**config.mk**
```make
export PLATFORM = sky130hd
export DESIGN_NAME = split_mode_scheduler
export DESIGN_NICKNAME = d
export VERILOG_FILES = /design/src/rtl/split_mode_scheduler_pkg.sv /design/src/rtl/split_mode_scheduler_counter.sv /design/src/rtl/split_mode_scheduler.sv
export SDC_FILE = /design/constraint.sdc
export NUM_CORES = 1
export LEC_CHECK = 0
export BUFFER_PORTS_ARGS = -buffer_cell sky130_fd_sc_hd__buf_2
export CAP_MARGIN = 20
export CORE_MARGIN = 3
export CORE_UTILIZATION = 55
export CTS_BUF_LIST = sky130_fd_sc_hd__clkbuf_4
export CTS_CLUSTER_DIAMETER = 150
export DETAILED_ROUTE_END_ITERATION = 12
export PLACE_DENSITY = 0.79
export SETUP_SLACK_MARGIN = 0.05
export SYNTH_ARGS = -nofsm -noshare
export SYNTH_HDL_FRONTEND = slang
export SYNTH_SLANG_ARGS = --single-unit
export TNS_END_PERCENT = 30
```
**constraint.sdc**
```tcl
create_clock -name clock -period 3.9 [get_ports clock]
set_clock_uncertainty 0.15 [all_clocks]
set_input_delay 0.195 -clock clock [delete_from_list [all_inputs] [get_ports clock]]
set_output_delay 0.195 -clock clock [all_outputs]
set_load 0.02 [all_outputs]
```
**src/rtl/split_mode_scheduler_pkg.sv**
```systemverilog
`default_nettype none
// +----------------------------------------------------------------------+
// | split_mode_scheduler_pkg                                             |
// | Shared encodings and sizing for the per-thread barrel controllers.   |
// | Rev 1.0                                                              |
// +----------------------------------------------------------------------+
package split_mode_scheduler_pkg;

   localparam int THREAD_COUNT_DEF = 8;
   localparam int THREAD_WIDTH_DEF = 3;
   localparam int ADDR_WIDTH_DEF   = 10;
   localparam logic [ADDR_WIDTH_DEF-1:0] CFG_ADDR_DEF = 10'h3F0;

   typedef enum logic [1:0] {
      MODE_OFF     = 2'b00,
      MODE_STICKY  = 2'b01,
      MODE_ONESHOT = 2'b10,
      MODE_RSVD    = 2'b11
   } split_mode_e;

   // Reserved code is stored but never asks for a split.
   function automatic logic mode_drives_split(input logic [1:0] mode);
      return (mode == MODE_STICKY) || (mode == MODE_ONESHOT);
   endfunction

endpackage
`default_nettype wire

```
**src/rtl/split_mode_scheduler_counter.sv**
```systemverilog
`default_nettype none
// +----------------------------------------------------------------------+
// | thread_round_robin_counter                                           |
// | Free-running wrapping thread counter, async active-low reset.        |
// | Rev 1.0                                                              |
// +----------------------------------------------------------------------+
module thread_round_robin_counter
   import split_mode_scheduler_pkg::*;
#(
   parameter int COUNT = THREAD_COUNT_DEF,
   parameter int WIDTH = THREAD_WIDTH_DEF
) (
   input  logic             clock,
   input  logic             reset_n,
   output logic [WIDTH-1:0] count
);

   localparam logic [WIDTH-1:0] LAST = WIDTH'(COUNT - 1);

   logic [WIDTH-1:0] count_q;
   logic [WIDTH-1:0] count_d;

   always_comb begin
      count_d = (count_q == LAST) ? '0 : count_q + 1'b1;
   end

   always_ff @(posedge clock or negedge reset_n) begin
      if (!reset_n) begin
         count_q <= '0;
      end else begin
         count_q <= count_d;
      end
   end

   assign count = count_q;

endmodule
`default_nettype wire

```
**src/rtl/split_mode_scheduler.sv**
```systemverilog
`default_nettype none
// +----------------------------------------------------------------------+
// | split_mode_scheduler                                                 |
// | Per-thread split-mode control for the barrel D-address splitter.     |
// | Rev 1.0                                                              |
// +----------------------------------------------------------------------+
module split_mode_scheduler
   import split_mode_scheduler_pkg::*;
#(
   parameter int THREAD_COUNT = THREAD_COUNT_DEF,
   parameter int THREAD_WIDTH = THREAD_WIDTH_DEF,
   parameter int ADDR_WIDTH   = ADDR_WIDTH_DEF,
   parameter logic [ADDR_WIDTH-1:0] CFG_ADDR = CFG_ADDR_DEF
) (
   input  logic                      clock,
   input  logic                      reset_n,
   input  logic                      cfg_wren,
   input  logic [ADDR_WIDTH-1:0]     cfg_addr,
   input  logic [1:0]                cfg_data,
   input  logic [THREAD_WIDTH-1:0]   cfg_thread,
   output logic [THREAD_WIDTH-1:0]   issue_thread,
   output logic                      split,
   output logic [THREAD_WIDTH-1:0]   split_thread,
   output logic [2*THREAD_COUNT-1:0] mode_state
);

   logic                                cfg_accept;
   logic [THREAD_COUNT-1:0][1:0]        mode_vec;
   logic                                split_q;
   logic                                split_d;
   logic [THREAD_WIDTH-1:0]             split_thread_q;
   logic [THREAD_WIDTH-1:0]             split_thread_d;

   thread_round_robin_counter #(
      .COUNT (THREAD_COUNT),
      .WIDTH (THREAD_WIDTH)
   ) u_rr_counter (
      .clock   (clock),
      .reset_n (reset_n),
      .count   (issue_thread)
   );

   assign cfg_accept = cfg_wren && (cfg_addr == CFG_ADDR);

   generate
      for (genvar t = 0; t < THREAD_COUNT; t++) begin : g_thread
         localparam logic [THREAD_WIDTH-1:0] TID = THREAD_WIDTH'(t);

         logic [1:0] mode_q;
         logic [1:0] mode_d;
         logic [1:0] pend_q;
         logic [1:0] pend_d;
         logic       pend_v_q;
         logic       pend_v_d;
         logic       issuing;
         logic       write_hit;

         assign issuing   = (issue_thread == TID);
         assign write_hit = cfg_accept && (cfg_thread == TID);

         // Commit moves the OLD pending value; a same-cycle write is re-armed for next rotation.
         always_comb begin
            mode_d   = mode_q;
            pend_d   = pend_q;
            pend_v_d = pend_v_q;
            if (issuing && pend_v_q) begin
               mode_d   = pend_q;
               pend_v_d = 1'b0;
            end else if (issuing && (mode_q == MODE_ONESHOT)) begin
               mode_d = MODE_OFF;
            end
            if (write_hit) begin
               pend_d   = cfg_data;
               pend_v_d = 1'b1;
            end
         end

         always_ff @(posedge clock or negedge reset_n) begin
            if (!reset_n) begin
               mode_q   <= MODE_OFF;
               pend_q   <= MODE_OFF;
               pend_v_q <= 1'b0;
            end else begin
               mode_q   <= mode_d;
               pend_q   <= pend_d;
               pend_v_q <= pend_v_d;
            end
         end

         assign mode_vec[t] = mode_q;
      end
   endgenerate

   always_comb begin
      split_d        = mode_drives_split(mode_vec[issue_thread]);
      split_thread_d = issue_thread;
   end

   always_ff @(posedge clock or negedge reset_n) begin
      if (!reset_n) begin
         split_q        <= 1'b0;
         split_thread_q <= '0;
      end else begin
         split_q        <= split_d;
         split_thread_q <= split_thread_d;
      end
   end

   assign split        = split_q;
   assign split_thread = split_thread_q;
   assign mode_state   = mode_vec;

endmodule
`default_nettype wire

```
==> flow_results.xml <==
<?xml version="1.0" encoding="UTF-8"?>
<metrics>
  <group name="clocking">
    <metric name="numCtsBuffers" unit="">5</metric>
    <metric name="root_buffer" unit="">clkbuf_4</metric>
    <metric name="cts_clock_pin_slew_for_the_worst_setup_and_hold_paths" unit="ns">0.13</metric>
    <metric name="clk-insertion-delay-late" unit="ns">0.37</metric>
    <metric name="cts_max_path_buffers" unit="">2</metric>
    <metric name="clkSinkCount" unit="">47</metric>
    <metric name="postCtsResizedCells" unit="">0</metric>
    <metric name="h-tree-depth" unit="">2</metric>
    <metric name="tritoncts" unit="">yes</metric>
  </group>
  <group name="cells_and_area">
    <metric name="layout.nets" unit="">232</metric>
    <metric name="synthToLayoutAreaGrowth" unit="%">15.6</metric>
    <metric name="final_non_filler_cell_total" unit="">257</metric>
    <metric name="n_antenna_cell" unit="">0</metric>
    <metric name="mostFrequentLayoutCell" unit="">dfrtp_1</metric>
    <metric name="final_core_utilization" unit="">0.679</metric>
    <metric name="finish.instance_area" unit="mm²">0.00258</metric>
    <metric name="fillerInstances" unit="">278</metric>
    <metric name="commonest_cells_after_routing_fill_and_taps_aside" unit="">dfrtp_1, buf_2, mux2_1</metric>
    <metric name="layout-drive-gt1-share" unit="">0.316</metric>
  </group>
  <group name="sta">
    <metric name="max_freq" unit="GHz">0.532</metric>
    <metric name="fin_worst_hold_slack" unit="ns">0.0437</metric>
    <metric name="rsz0062_at_grt" unit="">false</metric>
    <metric name="layout_setup_ws" unit="ns">2.02</metric>
    <metric name="totalNegativeSetupSlack" unit="ns">0</metric>
    <metric name="hold_viol" unit="">0</metric>
    <metric name="least_margin_pin_slew" unit="ns">0.528</metric>
    <metric name="slew_headroom" unit="">0.648</metric>
    <metric name="finalSetupViolCount" unit="">0</metric>
    <metric name="final_max_slew_viol_count" unit="">0</metric>
    <metric name="final.min_clock_period" unit="ns">1.88</metric>
    <metric name="period_share" unit="">0.482</metric>
  </group>
  <group name="route">
    <metric name="drt_drc_violations_left" unit="">0</metric>
    <metric name="routedWlPerCell" unit="µm">17.5</metric>
    <metric name="firstDrtPassIters" unit="">6</metric>
    <metric name="wl" unit="µm">4490</metric>
    <metric name="drc_marker_count_from_the_first_detailed_route_iteration" unit="">93</metric>
    <metric name="detail-route-antenna-nets" unit="">0</metric>
    <metric name="vias_per_cell" unit="">5.76</metric>
    <metric name="detailroute.via_count" unit="">1480</metric>
  </group>
  <group name="power">
    <metric name="clockPowerShare" unit="">0.350</metric>
    <metric name="maximum_vdd_drop" unit="mV">0.161</metric>
    <metric name="relative_contribution_of_sequential_cells_to_total_power" unit="">0.602</metric>
    <metric name="power.switching" unit="mW">0.178</metric>
    <metric name="design_power_total" unit="mW">0.810</metric>
    <metric name="cell_internal_pwr" unit="mW">0.632</metric>
    <metric name="power_switching_share" unit="">0.220</metric>
    <metric name="power_per_cell_area" unit="mW/mm²">314</metric>
    <metric name="power_frac_comb" unit="">0.048</metric>
    <metric name="cellLeakagePower" unit="nW">1.43</metric>
  </group>
  <group name="floorplan">
    <metric name="starting_utilization_of_the_core_area" unit="">0.588</metric>
    <metric name="pin_count" unit="">41</metric>
    <metric name="floorplan.die_area" unit="mm²">0.00486</metric>
    <metric name="die_width" unit="µm">69.7</metric>
    <metric name="dieHeight" unit="µm">69.7</metric>
    <metric name="rows" unit="">22</metric>
    <metric name="core_region_area" unit="mm²">0.00380</metric>
  </group>
  <group name="place">
    <metric name="numPortBuffers" unit="">40</metric>
    <metric name="detailedPlacementHpwl" unit="µm">3410</metric>
    <metric name="gp_congestion" unit="">0.795</metric>
    <metric name="post_placement_cell_count" unit="">247</metric>
    <metric name="placement.setup.worst_slack" unit="ns">1.88</metric>
    <metric name="placed_area" unit="mm²">0.00247</metric>
  </group>
  <group name="grt">
    <metric name="first_pass_grt_wire_length" unit="µm">7870</metric>
    <metric name="groute.usage.overall" unit="">0.208</metric>
    <metric name="grt_pass1_vias" unit="">1569</metric>
    <metric name="overflow" unit="">0</metric>
    <metric name="grt_start_max_net_pins" unit="">48</metric>
    <metric name="grt_antenna_before_repair" unit="">0</metric>
  </group>
  <group name="setup_path">
    <metric name="timing_worst_setup_path_type" unit="">reg2reg</metric>
    <metric name="critical_path.max_fanout" unit="">10</metric>
    <metric name="timing.critical_path.from_type" unit="">register</metric>
    <metric name="worst_ep_required_time" unit="ns">4.01</metric>
    <metric name="cp_data_arrival_time" unit="ns">1.99</metric>
    <metric name="endpoint_kind" unit="">register</metric>
  </group>
  <group name="synthesis">
    <metric name="ys_seq_area_frac" unit="">0.527</metric>
    <metric name="synth_edf_count" unit="">0</metric>
    <metric name="synth-async-reset-ratio" unit="">1.00</metric>
    <metric name="synth_warnings" unit="">0</metric>
    <metric name="post_synth_instance_area" unit="mm²">0.00223</metric>
    <metric name="synth_ff_type" unit="">dfrtp_1</metric>
    <metric name="flip_flop_and_latch_count_after_synthesis" unit="">47</metric>
    <metric name="synth_cell_type_count" unit="">27</metric>
    <metric name="syn_nets" unit="">186</metric>
    <metric name="syn_avg_cell_area" unit="µm²">13.8</metric>
    <metric name="netlist_instances" unit="">162</metric>
  </group>
  <group name="status">
    <metric name="outcome" unit="">finished clean</metric>
  </group>
  <group name="run">
    <metric name="cap_violations" unit="">0</metric>
  </group>
  <group name="min_path">
    <metric name="hold_path.class" unit="">in2reg</metric>
  </group>
</metrics>
-- cell usage after synthesis, types with 2 or more instances --
cell | number | share of area
a21o_1 | 8 | 0.027
a32o_1 | 3 | 0.013
clkbuf_1 | 2 | 0.0034
dfrtp_1 | 47 | 0.53
ha_1 | 6 | 0.034
inv_1 | 10 | 0.017
mux2_1 | 23 | 0.12
mux2i_1 | 2 | 0.0090
mux4_2 | 4 | 0.040
nand2_1 | 10 | 0.017
nand2b_1 | 4 | 0.011
nand3_1 | 5 | 0.011
nor2b_1 | 6 | 0.017
nor4_4 | 8 | 0.076
o21ai_0 | 3 | 0.0067
o21ai_1 | 10 | 0.022
-- area by class of cell --
| cell class | count | area [µm²] | share of cell area |
|---|---|---|---|
| clock buffers | 5 | 37.5 | 0.0145 |
| repair buffers | 42 | 230 | 0.0892 |
| flip-flops and latches | 47 | 1180 | 0.456 |
| well taps | 48 | 60.1 | 0.0233 |
| multi-input cells | 101 | 996 | 0.386 |
| clock inverters | 3 | 38.8 | 0.0150 |
| inverters | 11 | 41.3 | 0.0160 |
-- registers in the layout (all words and copies together) (netlist names) --
register and count:
split 1, g_thread.pend_v_q 8, u_rr_counter.count 3, g_thread.mode_q 16
g_thread.pend_q 16, split_thread 3
-- path summary, 6_finish.rpt --
path / end / slack, ns / start / cells past startpoint
hold / removal: g_thread[7].pend_q[0]$_DFFE_PN0P_ / 0.04 / cfg_data[0] / 2
max in group asynchronous: split$_DFF_PN0_ / 3.08 / reset_n / 3
setup / recovery: g_thread[2].mode_q[1]$_DFFE_PN0P_ / 2.02 / u_rr_counter.count[0]$_DFF_PN0_ / 5
setup reg to reg: g_thread[2].mode_q[1]$_DFFE_PN0P_ / 2.02 / u_rr_counter.count[0]$_DFF_PN0_ / 5
hold reg to reg: g_thread[5].pend_q[0]$_DFFE_PN0P_ / 0.35 / g_thread[5].pend_q[0]$_DFFE_PN0P_ / 1
min in group asynchronous: g_thread[7].mode_q[0]$_DFFE_PN0P_ / 0.05 / reset_n / 2
-- what timing repair did --
| action | CTS | global route |
|---|---|---|
| hold buffers | 1 | 0 |
| buffers inserted | 0 | 0 |
| endpoints found under the hold margin | 47 | 0 |
-- power groups by stage --
stage,clock (mW),sequential (mW),combinational [mW]
2_1_floorplan,0,0.497,0.0121
3_3_place_gp,0,0.497,0.0354
3_5_place_dp,0,0.497,0.0368
4_1_cts,0.285,0.488,0.0377
5_1_grt,0.308,0.488,0.0438
6_report,0.283,0.488,0.0392
-- critical path, cell delays in order, from the launching register on --
cell     delay [ns]
dfrtp_1        0.57
inv_1          0.16
ha_1           0.22
nor2b_1        0.31
o21ai_0        0.14
a32o_1         0.22
-- layer usage --
layer,global-route usage,wire [µm],up-vias
li1,-,-,671
met1,0.253,1870,737
met2,0.346,2200,62
met3,0.0594,314,10
met4,0.0851,94,0
met5,0,0,-
-- cells by family after synthesis --
kind of cell,Yosys count,synth area share
buffers and inverters,14,0.0269
and+or+nand+nor,39,0.168
AOI/OAI and AO/OA,26,0.0757
xor gates and xnor gates,1,0.00392
DFF,47,0.527
muxes,29,0.165
adders and majority gates,6,0.0336
Power figures use the tool's default switching activity.
